**src/rtl/muldiv_ctrl_pkg.sv**
```systemverilog
// Shared encodings for the EX-stage multiply/divide sequencer.
package muldiv_ctrl_pkg;

  typedef enum logic [1:0] {
    MD_MULT  = 2'b00,
    MD_MULTU = 2'b01,
    MD_DIV   = 2'b10,
    MD_DIVU  = 2'b11
  } md_op_e;

  typedef enum logic [1:0] {
    ST_IDLE     = 2'b00,
    ST_MUL_WAIT = 2'b01,
    ST_DIV_RUN  = 2'b10,
    ST_DONE     = 2'b11
  } md_state_e;

  // LO value written when a divide sees a zero divisor.
  localparam logic [31:0] MD_DIV0_LO = 32'hFFFF_FFFF;

  function automatic logic md_is_div(input logic [1:0] op);
    return op[1];
  endfunction

  function automatic logic md_is_signed(input logic [1:0] op);
    return ~op[0];
  endfunction

endpackage

```
**src/rtl/muldiv_ctrl_md_watchdog.sv**
```systemverilog
// Loadable down-counter that sticks at zero and flags expiry there.
module md_watchdog #(
  parameter int W = 6
) (
  input  logic         clk,
  input  logic         resetn,
  input  logic         i_load,
  input  logic [W-1:0] i_load_val,
  input  logic         i_en,
  output logic         o_expired
);

  logic [W-1:0] r_cnt;

  always_ff @(posedge clk or negedge resetn) begin
    if (!resetn) begin
      r_cnt <= '0;
    end else if (i_load) begin
      r_cnt <= i_load_val;
    end else if (i_en && (r_cnt != '0)) begin
      r_cnt <= r_cnt - 1'b1;
    end
  end

  assign o_expired = (r_cnt == '0);

endmodule

```
**src/rtl/muldiv_ctrl.sv**
```systemverilog
// Sequencer for EX-stage MULT/MULTU/DIV/DIVU: latches operands, drives the
// multiplier or divider, stalls EX while busy and presents a HI/LO result.
module muldiv_ctrl
  import muldiv_ctrl_pkg::*;
#(
  parameter int MUL_LAT = 2,
  parameter int DIV_MAX = 40
) (
  input  logic        clk,
  input  logic        resetn,
  input  logic        flush,
  input  logic        hold,
  input  logic        op_valid,
  input  logic [1:0]  op,
  input  logic [31:0] src_a,
  input  logic [31:0] src_b,
  output logic        mul_signed,
  output logic [31:0] mul_ina,
  output logic [31:0] mul_inb,
  input  logic [63:0] mul_result,
  output logic        div_start,
  output logic        div_signed,
  output logic [31:0] div_opa,
  output logic [31:0] div_opb,
  output logic        div_annul,
  input  logic [63:0] div_result,
  input  logic        div_ready,
  output logic        stallreq,
  output logic        res_valid,
  output logic [31:0] hi_wdata,
  output logic [31:0] lo_wdata,
  output logic        div_timeout
);

  localparam int CNT_MAX = (DIV_MAX > MUL_LAT) ? DIV_MAX : MUL_LAT;
  localparam int CNT_W   = $clog2(CNT_MAX + 1);
  localparam logic [CNT_W-1:0] MUL_LOAD = CNT_W'(MUL_LAT - 1);
  localparam logic [CNT_W-1:0] DIV_LOAD = CNT_W'(DIV_MAX - 1);

  md_state_e    r_state;
  md_state_e    w_next;
  logic [31:0]  r_a;
  logic [31:0]  r_b;
  logic         r_signed;
  logic [31:0]  r_hi;
  logic [31:0]  r_lo;
  logic         r_timeout;

  logic             w_accept;
  logic             w_div0;
  logic             w_expired;
  logic             w_wd_en;
  logic [CNT_W-1:0] w_wd_load_val;

  assign w_accept      = (r_state == ST_IDLE) && op_valid && !flush;
  assign w_div0        = md_is_div(op) && (src_b == 32'd0);
  assign w_wd_en       = (r_state == ST_MUL_WAIT) || (r_state == ST_DIV_RUN);
  assign w_wd_load_val = md_is_div(op) ? DIV_LOAD : MUL_LOAD;

  // One counter serves both the multiplier latency and the divider watchdog.
  md_watchdog #(
    .W (CNT_W)
  ) u_wd (
    .clk        (clk),
    .resetn     (resetn),
    .i_load     (w_accept),
    .i_load_val (w_wd_load_val),
    .i_en       (w_wd_en),
    .o_expired  (w_expired)
  );

  always_ff @(posedge clk or negedge resetn) begin
    if (!resetn) begin
      r_state <= ST_IDLE;
    end else begin
      r_state <= w_next;
    end
  end

  always_comb begin
    w_next = r_state;
    if (flush) begin
      w_next = ST_IDLE;
    end else begin
      case (r_state)
        ST_IDLE: begin
          if (op_valid) begin
            if (!md_is_div(op)) w_next = ST_MUL_WAIT;
            else if (w_div0)    w_next = ST_DONE;
            else                w_next = ST_DIV_RUN;
          end
        end
        ST_MUL_WAIT: if (w_expired) w_next = ST_DONE;
        ST_DIV_RUN:  if (div_ready || w_expired) w_next = ST_DONE;
        ST_DONE:     if (!hold) w_next = ST_IDLE;
        default:     w_next = ST_IDLE;
      endcase
    end
  end

  always_comb begin
    stallreq  = 1'b0;
    div_start = 1'b0;
    div_annul = 1'b0;
    res_valid = 1'b0;
    case (r_state)
      ST_IDLE:     stallreq = op_valid && !flush;
      ST_MUL_WAIT: stallreq = 1'b1;
      ST_DIV_RUN: begin
        stallreq  = 1'b1;
        div_start = !flush && !div_ready && !w_expired;
        div_annul = flush || (!div_ready && w_expired);
      end
      ST_DONE:     res_valid = !flush;
      default:     ;
    endcase
  end

  // Operand latches and result capture; flush blocks every capture.
  always_ff @(posedge clk or negedge resetn) begin
    if (!resetn) begin
      r_a       <= '0;
      r_b       <= '0;
      r_signed  <= 1'b0;
      r_hi      <= '0;
      r_lo      <= '0;
      r_timeout <= 1'b0;
    end else if (!flush) begin
      case (r_state)
        ST_IDLE: begin
          if (op_valid) begin
            r_a      <= src_a;
            r_b      <= src_b;
            r_signed <= md_is_signed(op);
            if (w_div0) begin
              r_hi <= src_a;
              r_lo <= MD_DIV0_LO;
            end
          end
        end
        ST_MUL_WAIT: begin
          if (w_expired) begin
            r_hi <= mul_result[63:32];
            r_lo <= mul_result[31:0];
          end
        end
        ST_DIV_RUN: begin
          if (div_ready) begin
            r_hi <= div_result[63:32];
            r_lo <= div_result[31:0];
          end else if (w_expired) begin
            r_hi      <= '0;
            r_lo      <= '0;
            r_timeout <= 1'b1;
          end
        end
        default: ;
      endcase
    end
  end

  assign mul_signed  = r_signed;
  assign mul_ina     = r_a;
  assign mul_inb     = r_b;
  assign div_signed  = r_signed;
  assign div_opa     = r_a;
  assign div_opb     = r_b;
  assign hi_wdata    = r_hi;
  assign lo_wdata    = r_lo;
  assign div_timeout = r_timeout;

endmodule

```
**config.mk**
```make
export PLATFORM = sky130hd
export DESIGN_NAME = muldiv_ctrl
export DESIGN_NICKNAME = d
export VERILOG_FILES = /design/src/rtl/muldiv_ctrl_pkg.sv /design/src/rtl/muldiv_ctrl_md_watchdog.sv /design/src/rtl/muldiv_ctrl.sv
export SDC_FILE = /design/constraint.sdc
export NUM_CORES = 1
export LEC_CHECK = 0
export BUFFER_PORTS_ARGS = -buffer_cell sky130_fd_sc_hd__clkbuf_2
export CAP_MARGIN = 20
export CORE_AREA = 2 2 153 155
export CTS_CLUSTER_DIAMETER = 150
export CTS_CLUSTER_SIZE = 8
export DETAILED_ROUTE_END_ITERATION = 6
export DIE_AREA = 0 0 155 157
export GPL_TIMING_DRIVEN = 0
export PLACE_DENSITY_LB_ADDON = 0.12
export SKIP_LAST_GASP = 1
export SLEW_MARGIN = 25
export SYNTH_ARGS = -nofsm -noshare
export SYNTH_HDL_FRONTEND = slang
export SYNTH_SLANG_ARGS = --single-unit
```
**constraint.sdc**
```tcl
create_clock -name clk -period 2.35 [get_ports clk]
set_input_delay 0.47 -clock clk [delete_from_list [all_inputs] [get_ports clk]]
set_output_delay 0.47 -clock clk [all_outputs]
set_load 0.05 [all_outputs]
```
==> flow_metrics.env, run 1 <==
export IMPL_outcome="complete, no violations"
export IMPL_avgSynthCellArea_sq_um=10.39
export IMPL_hpwl_um=19030
export IMPL_end_kind="output pin"
export IMPL_clkLatencyLatePin_ns=0.42
export IMPL_grt_usage=0.1983
export IMPL_dr_pass1_iters=6
export IMPL_drc=0
export IMPL_synth_edf_count=0
export IMPL_slew_headroom=0.5521
export IMPL_design_area_sq_um=10460
export IMPL_syn_cell_area_sq_um=7378
export IMPL_first_iter_violations=312
export IMPL_arrival_ns=1.81
export IMPL_netlist_instances=710
export IMPL_grt_met3_usage=0.04873
export IMPL_initial_utilization=0.3279
export IMPL_grt_setup_unrepaired="yes"
export IMPL_synth_flop_cell="dfrtp_1"
export IMPL_cts_tree="yes"
export IMPL_fin_nets=1337
export IMPL_holdBufCountCts=0
export IMPL_nFillCells=2240
export IMPL_antenna_left=0
export IMPL_use_met1=0.2537
export IMPL_worstSetupStartpointType="register"
export IMPL_numCtsBuffers=17
export IMPL_yosysWarnings=0
export IMPL_drive_above_1_share=0.5463
export IMPL_num_vias=6547
export IMPL_clock_path_buffers=2
export IMPL_grt_max_degree=78
export IMPL_maxCapViolCount=0
export IMPL_busiest_layer="met2"
export IMPL_holdCritPathClass="in2async"
export IMPL_fin_crit_sh=0.9690
export IMPL_ios=399
export IMPL_period_needed_ns=2.277
export IMPL_area_growth_pct=41.70
export IMPL_yosysSeqAreaShare=0.4680
export IMPL_async_reset_ff_frac=1.000
export IMPL_antenna_found_initial=0
export IMPL_seq_area_sq_um=3453
export IMPL_multiInputGateArea_sq_um=3057
export IMPL_required_ns=1.88
export IMPL_diodes=0
export IMPL_core_sq_um=22500
export IMPL_vias_per_cell=4.582
export IMPL_maxSlewViolCount=0
export IMPL_die_h_um=157
export IMPL_dpl_cell_area_sq_um=9767
export IMPL_htreeDepth=4
export IMPL_worstMarginPinSlew_ns=0.6718
export IMPL_grt_pass1_vias=6363
export IMPL_fin_worst_skew_ns=0.01502
export IMPL_yosysUniqueCellTypes=41
export IMPL_cts_sinks=138
export IMPL_path_max_fanout=4
export IMPL_synth_seq_cells=138
export IMPL_gp_congestion=0.8449
export IMPL_numPortBuffers=397
export IMPL_dieArea_sq_um=24340
export IMPL_die_w_um=155
export IMPL_syn_nets=916
export IMPL_worst_setup_path_type="reg2out"
export IMPL_overflow=0
export IMPL_clkTransAtPathRegs_ns=0.06
export IMPL_wire_per_inst_um=17.32
export IMPL_grt_first_pass_wirelength_um=36840
export IMPL_rows=55
export IMPL_grt_use_met2=0.3354
export IMPL_root_buffer="clkbuf_16"
export IMPL_max_freq_mhz=439.1
export IMPL_setup_viol=0
export IMPL_hold_viol=0
export IMPL_routed_wirelength_um=24750
==> logic make-up (layout without fill, tap and decap cells) <==
| kind of cell | Yosys count | count (layout) | share of synthesized area |
|---|---|---|---|
| AOI/OAI and AO/OA | 79 | 79 | 0.1031 |
| xor gates and xnor gates | 5 | 5 | 0.005935 |
| adders and majority gates | 6 | 6 | 0.01017 |
| buffers and inverters | 122 | 556 | 0.1229 |
| DFF | 138 | 138 | 0.4680 |
| muxes | 64 | 64 | 0.1282 |
| and+or+nand+nor | 296 | 296 | 0.1616 |
==> layout by cell type, fill, tap and decap left out, drive strengths merged <==
master / instances
a2111oi: 1
a211oi: 2
a21o: 2
a21oi: 4
a221o: 33
a221oi: 32
a22oi: 1
and2: 2
buf: 84
bufinv: 2
clkbuf: 447
clkinvlp: 6
dfrtp: 138
dlygate4sd1: 3
ha: 6
inv: 14
mux2: 64
nand2: 198
nand3b: 1
nand4: 2
nor2: 75
nor2b: 3
nor3: 2
nor4: 10
nor4b: 1
o21ai: 3
o41ai: 1
or2: 1
or2b: 1
xnor2: 5
==> state kept, by name (all words and copies together) (netlist names) <==
signal	count
div_signed	1
div_opb	32
div_timeout	1
lo_wdata	32
r_state	2
u_wd.r_cnt	6
hi_wdata	32
div_opa	32
==> through the flow <==
| stage | worst slack, ns | TNS (ns) | cells | util | hold WS [ns] |
|---|---|---|---|---|---|
| 3_3_place_gp | -1.693 | -234.74 | 1392 | 0.4324 | 0.4472 |
| 5_1_grt | -0.03753 | -0.1363 | 1429 | 0.4646 | 0.05053 |
| 6_report | 0.07279 | 0 | 1429 | 0.4646 | 0.02160 |
| 2_1_floorplan | -0.09021 | -0.09021 | 710 | - | 0.1744 |
| 3_5_place_dp | -0.4525 | -6.456 | 1393 | 0.4340 | 0.4668 |
| 4_1_cts | -0.0004488 | -0.0004488 | 1430 | 0.4653 | 0.03650 |
==> synth_stat cells, types with 6 or more instances <==
| master | n | area [sq um] |
|---|---|---|
| a221o_2 | 28 | 315.3 |
| a221oi_1 | 32 | 280.3 |
| buf_12 | 6 | 120.1 |
| buf_4 | 65 | 488.0 |
| clkbuf_1 | 24 | 90.09 |
| clkbuf_8 | 8 | 110.1 |
| dfrtp_1 | 138 | 3453 |
| ha_1 | 6 | 75.07 |
| inv_1 | 10 | 37.54 |
| mux2_4 | 60 | 900.9 |
| nand2_1 | 197 | 739.5 |
| nor2_1 | 75 | 281.5 |
| nor4_1 | 10 | 62.56 |
==> area by class of cell <==
| cell class | instances | area share |
|---|---|---|
| plain buffers | 109 | 0.08293 |
| clock buffers | 20 | 0.04272 |
| clock inverters | 12 | 0.01340 |
| inverters | 10 | 0.003590 |
| multi-input cells | 450 | 0.2924 |
| flip-flops and latches | 138 | 0.3303 |
| well taps | 285 | 0.03411 |
| repair buffers | 405 | 0.2006 |
==> final timing paths <==
| path | depth (start not counted) | from | slack, ns | to |
|---|---|---|---|---|
| setup reg to reg | 8 | r_state[1] | 0.09 | hi_wdata[29] |
| setup / recovery | 6 | u_wd.r_cnt[1] | 0.07 | div_start |
| max in group asynchronous | 2 | resetn | 1.53 | div_opa[13] |
| hold reg to reg | 1 | div_timeout | 0.48 | div_timeout |
| hold / removal | 1 | resetn | 0.02 | lo_wdata[10] |
| min in group clk | 3 | src_a[9] | 0.25 | div_opa[9] |
==> routing by layer <==
metal	wire length, um	share of wire
met4	347	0.014
met1	10760	0.43
met3	1470	0.059
met5	0	0
met2	12170	0.49
==> critical path, cell delays in order, from the launching register on <==
cell      delay, ns
dfrtp_1        0.39
inv_1          0.08
ha_1           0.18
nor2b_4        0.13
and2_2         0.21
nor3_2         0.14
clkbuf_4       0.25
==> timing repair <==
item,4_1_cts,5_1_grt
setup endpoints to repair,62,10
pin swaps,2,0
resized for setup,20,3
buffers inserted,7,0
Power of run 1 is left out: the tool's default activity adds up to more than one toggle a clock period on the data nets, which glitch-free logic cannot reach.
==> run 2, diff against run 1 <==
Settings changed: CORE_AREA 2 2 153 155 to unset, CORE_ASPECT_RATIO set to 1.1, CORE_MARGIN set to 10, CORE_UTILIZATION set to 35, DIE_AREA 0 0 155 157 to unset, RECOVER_POWER set to 25, TNS_END_PERCENT set to 30.
==> flow_metrics.env, run 2 (synthesized netlist as in run 1, its figures left out) <==
export IMPL_outcome="complete, but fails checks"
export IMPL_violations="max-capacitance violations, max-slew violations"
export IMPL_num_vias=6594
export IMPL_fin_worst_hold_slack_ns=0.2395
export IMPL_antenna_found_initial=0
export IMPL_drive_above_1_share=0.5515
export IMPL_grt_pass1_vias=6945
export IMPL_routed_wirelength_um=27810
export IMPL_cpMostUsedCell="inv_2"
export IMPL_cp_top_family="buffers and inverters"
export IMPL_rows=55
export IMPL_grt_usage=0.1964
export IMPL_gp_congestion=0.8052
export IMPL_maxSlewViolCount=64
export IMPL_fin_crit_sh=0.9610
export IMPL_overflow=0
export IMPL_setup_tns_final_ns=0
export IMPL_fin_nets=1339
export IMPL_slowest_stage="dfrtp_1"
export IMPL_holdPathEnd="div_signed"
export IMPL_worstReg2RegStart="r_state[1]"
export IMPL_area_growth_pct=40.92
export IMPL_hold_viol=0
export IMPL_setup_viol=0
export IMPL_numPortBuffers=397
export IMPL_grt_max_degree=77
export IMPL_initial_utilization=0.3574
export IMPL_path_max_fanout=10
export IMPL_root_buffer="clkbuf_16"
export IMPL_setup_ws_ns=0.09174
export IMPL_nFillCells=2035
export IMPL_grt_first_pass_wirelength_um=40870
export IMPL_worstSetupStartpointType="register"
export IMPL_rr_worst_depth=8
export IMPL_pre_cts_ws_ns=-0.4097
export IMPL_slew_headroom=-0.09609
export IMPL_arrival_ns=1.79
export IMPL_cts_sinks=138
export IMPL_timing_reg2reg_setup_slack_ns=0.12
export IMPL_diodes=0
export IMPL_required_ns=1.88
export IMPL_first_iter_violations=357
export IMPL_numCtsBuffers=17
export IMPL_hold_path_startpoint="op[0]"
export IMPL_final_common_cell="clkbuf_2"
export IMPL_slowest_delay_ns=0.37
export IMPL_dr_pass1_iters=5
export IMPL_drc=0
export IMPL_worstMarginPinSlew_ns=1.644
export IMPL_worst_setup_path_type="reg2out"
export IMPL_cts_tree="yes"
export IMPL_core_sq_um=20640
export IMPL_clkTransAtPathRegs_ns=0.06
export IMPL_period_needed_ns=2.258
export IMPL_clock_path_buffers=2
export IMPL_min_delay_path_depth=2
export IMPL_dieArea_sq_um=27300
export IMPL_ios=399
export IMPL_fin_worst_skew_ns=0.009794
export IMPL_hpwl_um=22120
export IMPL_clkLatencyLatePin_ns=0.42
export IMPL_grt_setup_unrepaired="yes"
export IMPL_die_h_um=172.3
export IMPL_mostFrequentLayoutCells="clkbuf_2, nand2_1, dfrtp_1"
export IMPL_antenna_left=0
export IMPL_wire_per_inst_um=19.84
export IMPL_end_kind="output pin"
export IMPL_holdCritPathClass="in2reg"
export IMPL_maxCapViolCount=1
export IMPL_timing_rr_end="hi_wdata[0]"
export IMPL_crit_chain="inv_2, ha_4, inv_2, clkbuf_8, buf_6, a21oi_4, buf_8"
export IMPL_vias_per_cell=4.703
export IMPL_htreeDepth=4
export IMPL_cp_num_buf_inv=5
export IMPL_die_w_um=158.4
export IMPL_max_freq_mhz=442.8
==> run 2: per-layer routing <==
layer / wire [um] / global-route usage / up-vias
met3: 2011 / 0.05565 / 14
met1: 11180 / 0.2304 / 3159
met5: 0 / 0 / -
met2: 14390 / 0.3468 / 224
li1: - / - / 3197
met4: 229 / 0.04393 / 0
==> run 2: worst max-delay path by stage <==
| stage | cells past startpoint | to | start | slack, ns |
|---|---|---|---|---|
| after floorplan | 7 | stallreq | r_state[0] | -0.09 |
| after global placement | 1 | div_opa[7] | resetn | -1.66 |
| after detailed placement | 8 | stallreq | r_state[0] | -0.41 |
| after CTS | 7 | stallreq | r_state[1] | -0.02 |
| after global routing | 7 | stallreq | r_state[1] | -0.02 |
| final | 7 | stallreq | r_state[1] | 0.09 |
==> run 2: layout make-up <==
class | count | area, sq um | share of cell area
timing repair buffer | 407 | 2087 | 0.2007
clock buffer | 19 | 452.9 | 0.04356
clock inverter | 13 | 110.1 | 0.01059
buffer | 109 | 865.8 | 0.08327
tap | 256 | 320.3 | 0.03081
sequential | 138 | 3453 | 0.3321
multi-input combinational | 450 | 3070 | 0.2953
inverter | 10 | 37.54 | 0.003610
==> run 2: timing repair <==
action,CTS,global route
hold buffers,0,0
setup endpoints to repair,45,11
pin swaps,2,2
setup buffers,7,2
gates resized for setup,19,11
hold endpoints to repair,0,0
==> run 2: per-stage QoR <==
step | cell area, sq um | std cells | utilization
4_1_cts | 10410 | 1401 | 0.5040
2_1_floorplan | 7387 | 710 | -
5_1_grt | 10400 | 1402 | 0.5036
6_report | 10400 | 1402 | 0.5036
3_5_place_dp | 9731 | 1364 | 0.4713
3_3_place_gp | 9694 | 1363 | 0.4696
==> run 2: worst register-to-register path: stages (launching register included) <==
cell	delay, ns
dfrtp_1	0.37
buf_4	0.13
ha_1	0.15
or2b_2	0.34
a22oi_2	0.24
a2111oi_4	0.07
nand2_4	0.29
buf_12	0.22
mux2_4	0.31
Power of run 2 is left out for the same reason.
==> run 3, diff against run 2 <==
Settings changed: CTS_BUF_LIST set to sky130_fd_sc_hd__clkbuf_4.
==> flow_metrics.env, run 3 (synthesized netlist as in run 1, its figures left out) <==
export IMPL_initial_utilization=0.3574
export IMPL_gp_congestion=0.8052
export IMPL_drive_above_1_share=0.5576
export IMPL_cts_sinks=138
export IMPL_clock_path_buffers=2
export IMPL_holdCritPathClass="in2reg"
export IMPL_grt_setup_unrepaired="yes"
export IMPL_final_common_cell="clkbuf_2"
export IMPL_mostFrequentLayoutCells="clkbuf_2, nand2_1, dfrtp_1"
export IMPL_vias_per_cell=4.694
export IMPL_clkTransAtPathRegs_ns=0.14
export IMPL_path_max_fanout=3
export IMPL_htreeDepth=4
export IMPL_ios=399
export IMPL_grt_first_pass_wirelength_um=41100
export IMPL_fin_nets=1348
export IMPL_maxCapViolCount=1
export IMPL_area_growth_pct=38.24
export IMPL_maxSlewViolCount=63
export IMPL_hpwl_um=22120
export IMPL_outcome="complete, but fails checks"
export IMPL_slowest_stage="dfrtp_1"
export IMPL_antenna_left=0
export IMPL_rows=55
export IMPL_setup_viol=0
export IMPL_grt_max_degree=77
export IMPL_drc=0
export IMPL_arrival_ns=1.87
export IMPL_grt_pass1_vias=7004
export IMPL_max_freq_mhz=426.8
export IMPL_numCtsBuffers=17
export IMPL_die_w_um=158.4
export IMPL_pre_cts_ws_ns=-0.4097
export IMPL_overflow=0
export IMPL_dr_pass1_iters=4
export IMPL_die_h_um=172.3
export IMPL_core_sq_um=20640
export IMPL_dieArea_sq_um=27300
export IMPL_antenna_found_initial=1
export IMPL_fin_crit_sh=0.9969
export IMPL_worst_setup_path_type="reg2out"
export IMPL_violations="max-capacitance violations, max-slew violations"
export IMPL_numPortBuffers=397
export IMPL_worstMarginPinSlew_ns=1.658
export IMPL_num_vias=6628
export IMPL_clkLatencyLatePin_ns=0.54
export IMPL_cp_num_buf_inv=2
export IMPL_root_buffer="clkbuf_4"
export IMPL_required_ns=1.88
export IMPL_end_kind="output pin"
export IMPL_hold_viol=0
export IMPL_cp_top_family="simple AND/OR/NAND/NOR gates"
export IMPL_crit_chain="inv_2, ha_4, nor2b_4, and2_4, a21oi_2, nor2b_1, clkbuf_8"
export IMPL_wire_per_inst_um=19.78
export IMPL_slew_headroom=-0.1052
export IMPL_worstSetupStartpointType="register"
export IMPL_fin_worst_skew_ns=0.01851
export IMPL_slowest_delay_ns=0.42
export IMPL_first_iter_violations=311
export IMPL_period_needed_ns=2.343
export IMPL_routed_wirelength_um=27930
export IMPL_cts_tree="yes"
export IMPL_setup_ws_ns=0.007232
export IMPL_grt_usage=0.1972
export IMPL_nFillCells=2058
[run 3: cell types whose count changed in the layout (fill, tap and decap cells not counted), moves of 2 or more]
cell	before	now
buf_4	75	83
clkbuf_16	17	1
clkbuf_4	1	18
clkbuf_8	11	9
clkinv_1	0	2
dfrtp_1	138	136
dfrtp_2	0	2
[run 3: path summary, 6_finish.rpt]
check / start / to / slack [ns] / cells after the start
max: u_wd.r_cnt[1] / div_annul / 0.007 / 7
min: op[0] / div_signed / 0.1 / 2
max reg2reg: r_state[1] / lo_wdata[17] / 0.11 / 8
min reg2reg: div_timeout / div_timeout / 0.48 / 1
max in group asynchronous: resetn / hi_wdata[12] / 0.35 / 3
min in group asynchronous: resetn / lo_wdata[8] / 0.85 / 2
[run 3: cell type report]
class                           count  area [sq um]  area share
Tap cell                          256         320.3     0.03140
Sequential cell                   138          3456      0.3388
Timing Repair Buffer              417          2186      0.2143
Antenna cell                        1         2.502   0.0002453
Inverter                           10         40.04    0.003925
Buffer                            108         865.8     0.08489
Clock buffer                       17         127.6     0.01251
Clock inverter                     15         117.6     0.01153
Multi-Input combinational cell    450          3084      0.3024
[run 3: per-stage QoR]
step           std cells  hold WS, ns  utilization  setup TNS (ns)  instance area (sq um)
2_1_floorplan        710       0.1744            -        -0.09021                   7387
3_3_place_gp        1363       0.4453       0.4696         -228.88                   9694
3_5_place_dp        1364       0.4533       0.4713          -3.048                   9731
4_1_cts             1409      0.03545       0.4936         -0.2182                  10190
5_1_grt             1412      0.03801       0.4941         -0.7425                  10200
6_report            1412      0.09880       0.4941               0                  10200
[run 3: routing by layer]
metal | GRT usage | routed length, um | vias up
met5 | 0 | 0 | -
met4 | 0.04555 | 244 | 0
met3 | 0.05342 | 2145 | 16
met2 | 0.3490 | 14540 | 238
met1 | 0.2315 | 11000 | 3158
li1 | - | - | 3216
[run 3: timing repair]
action	4_1_cts	5_1_grt
gates resized for setup	29	13
buffers inserted	14	4
endpoints found under the setup margin	46	11
pin swaps	3	4
hold buffers	1	0
endpoints found under the hold margin	62	0
Power of run 3 is left out for the same reason.
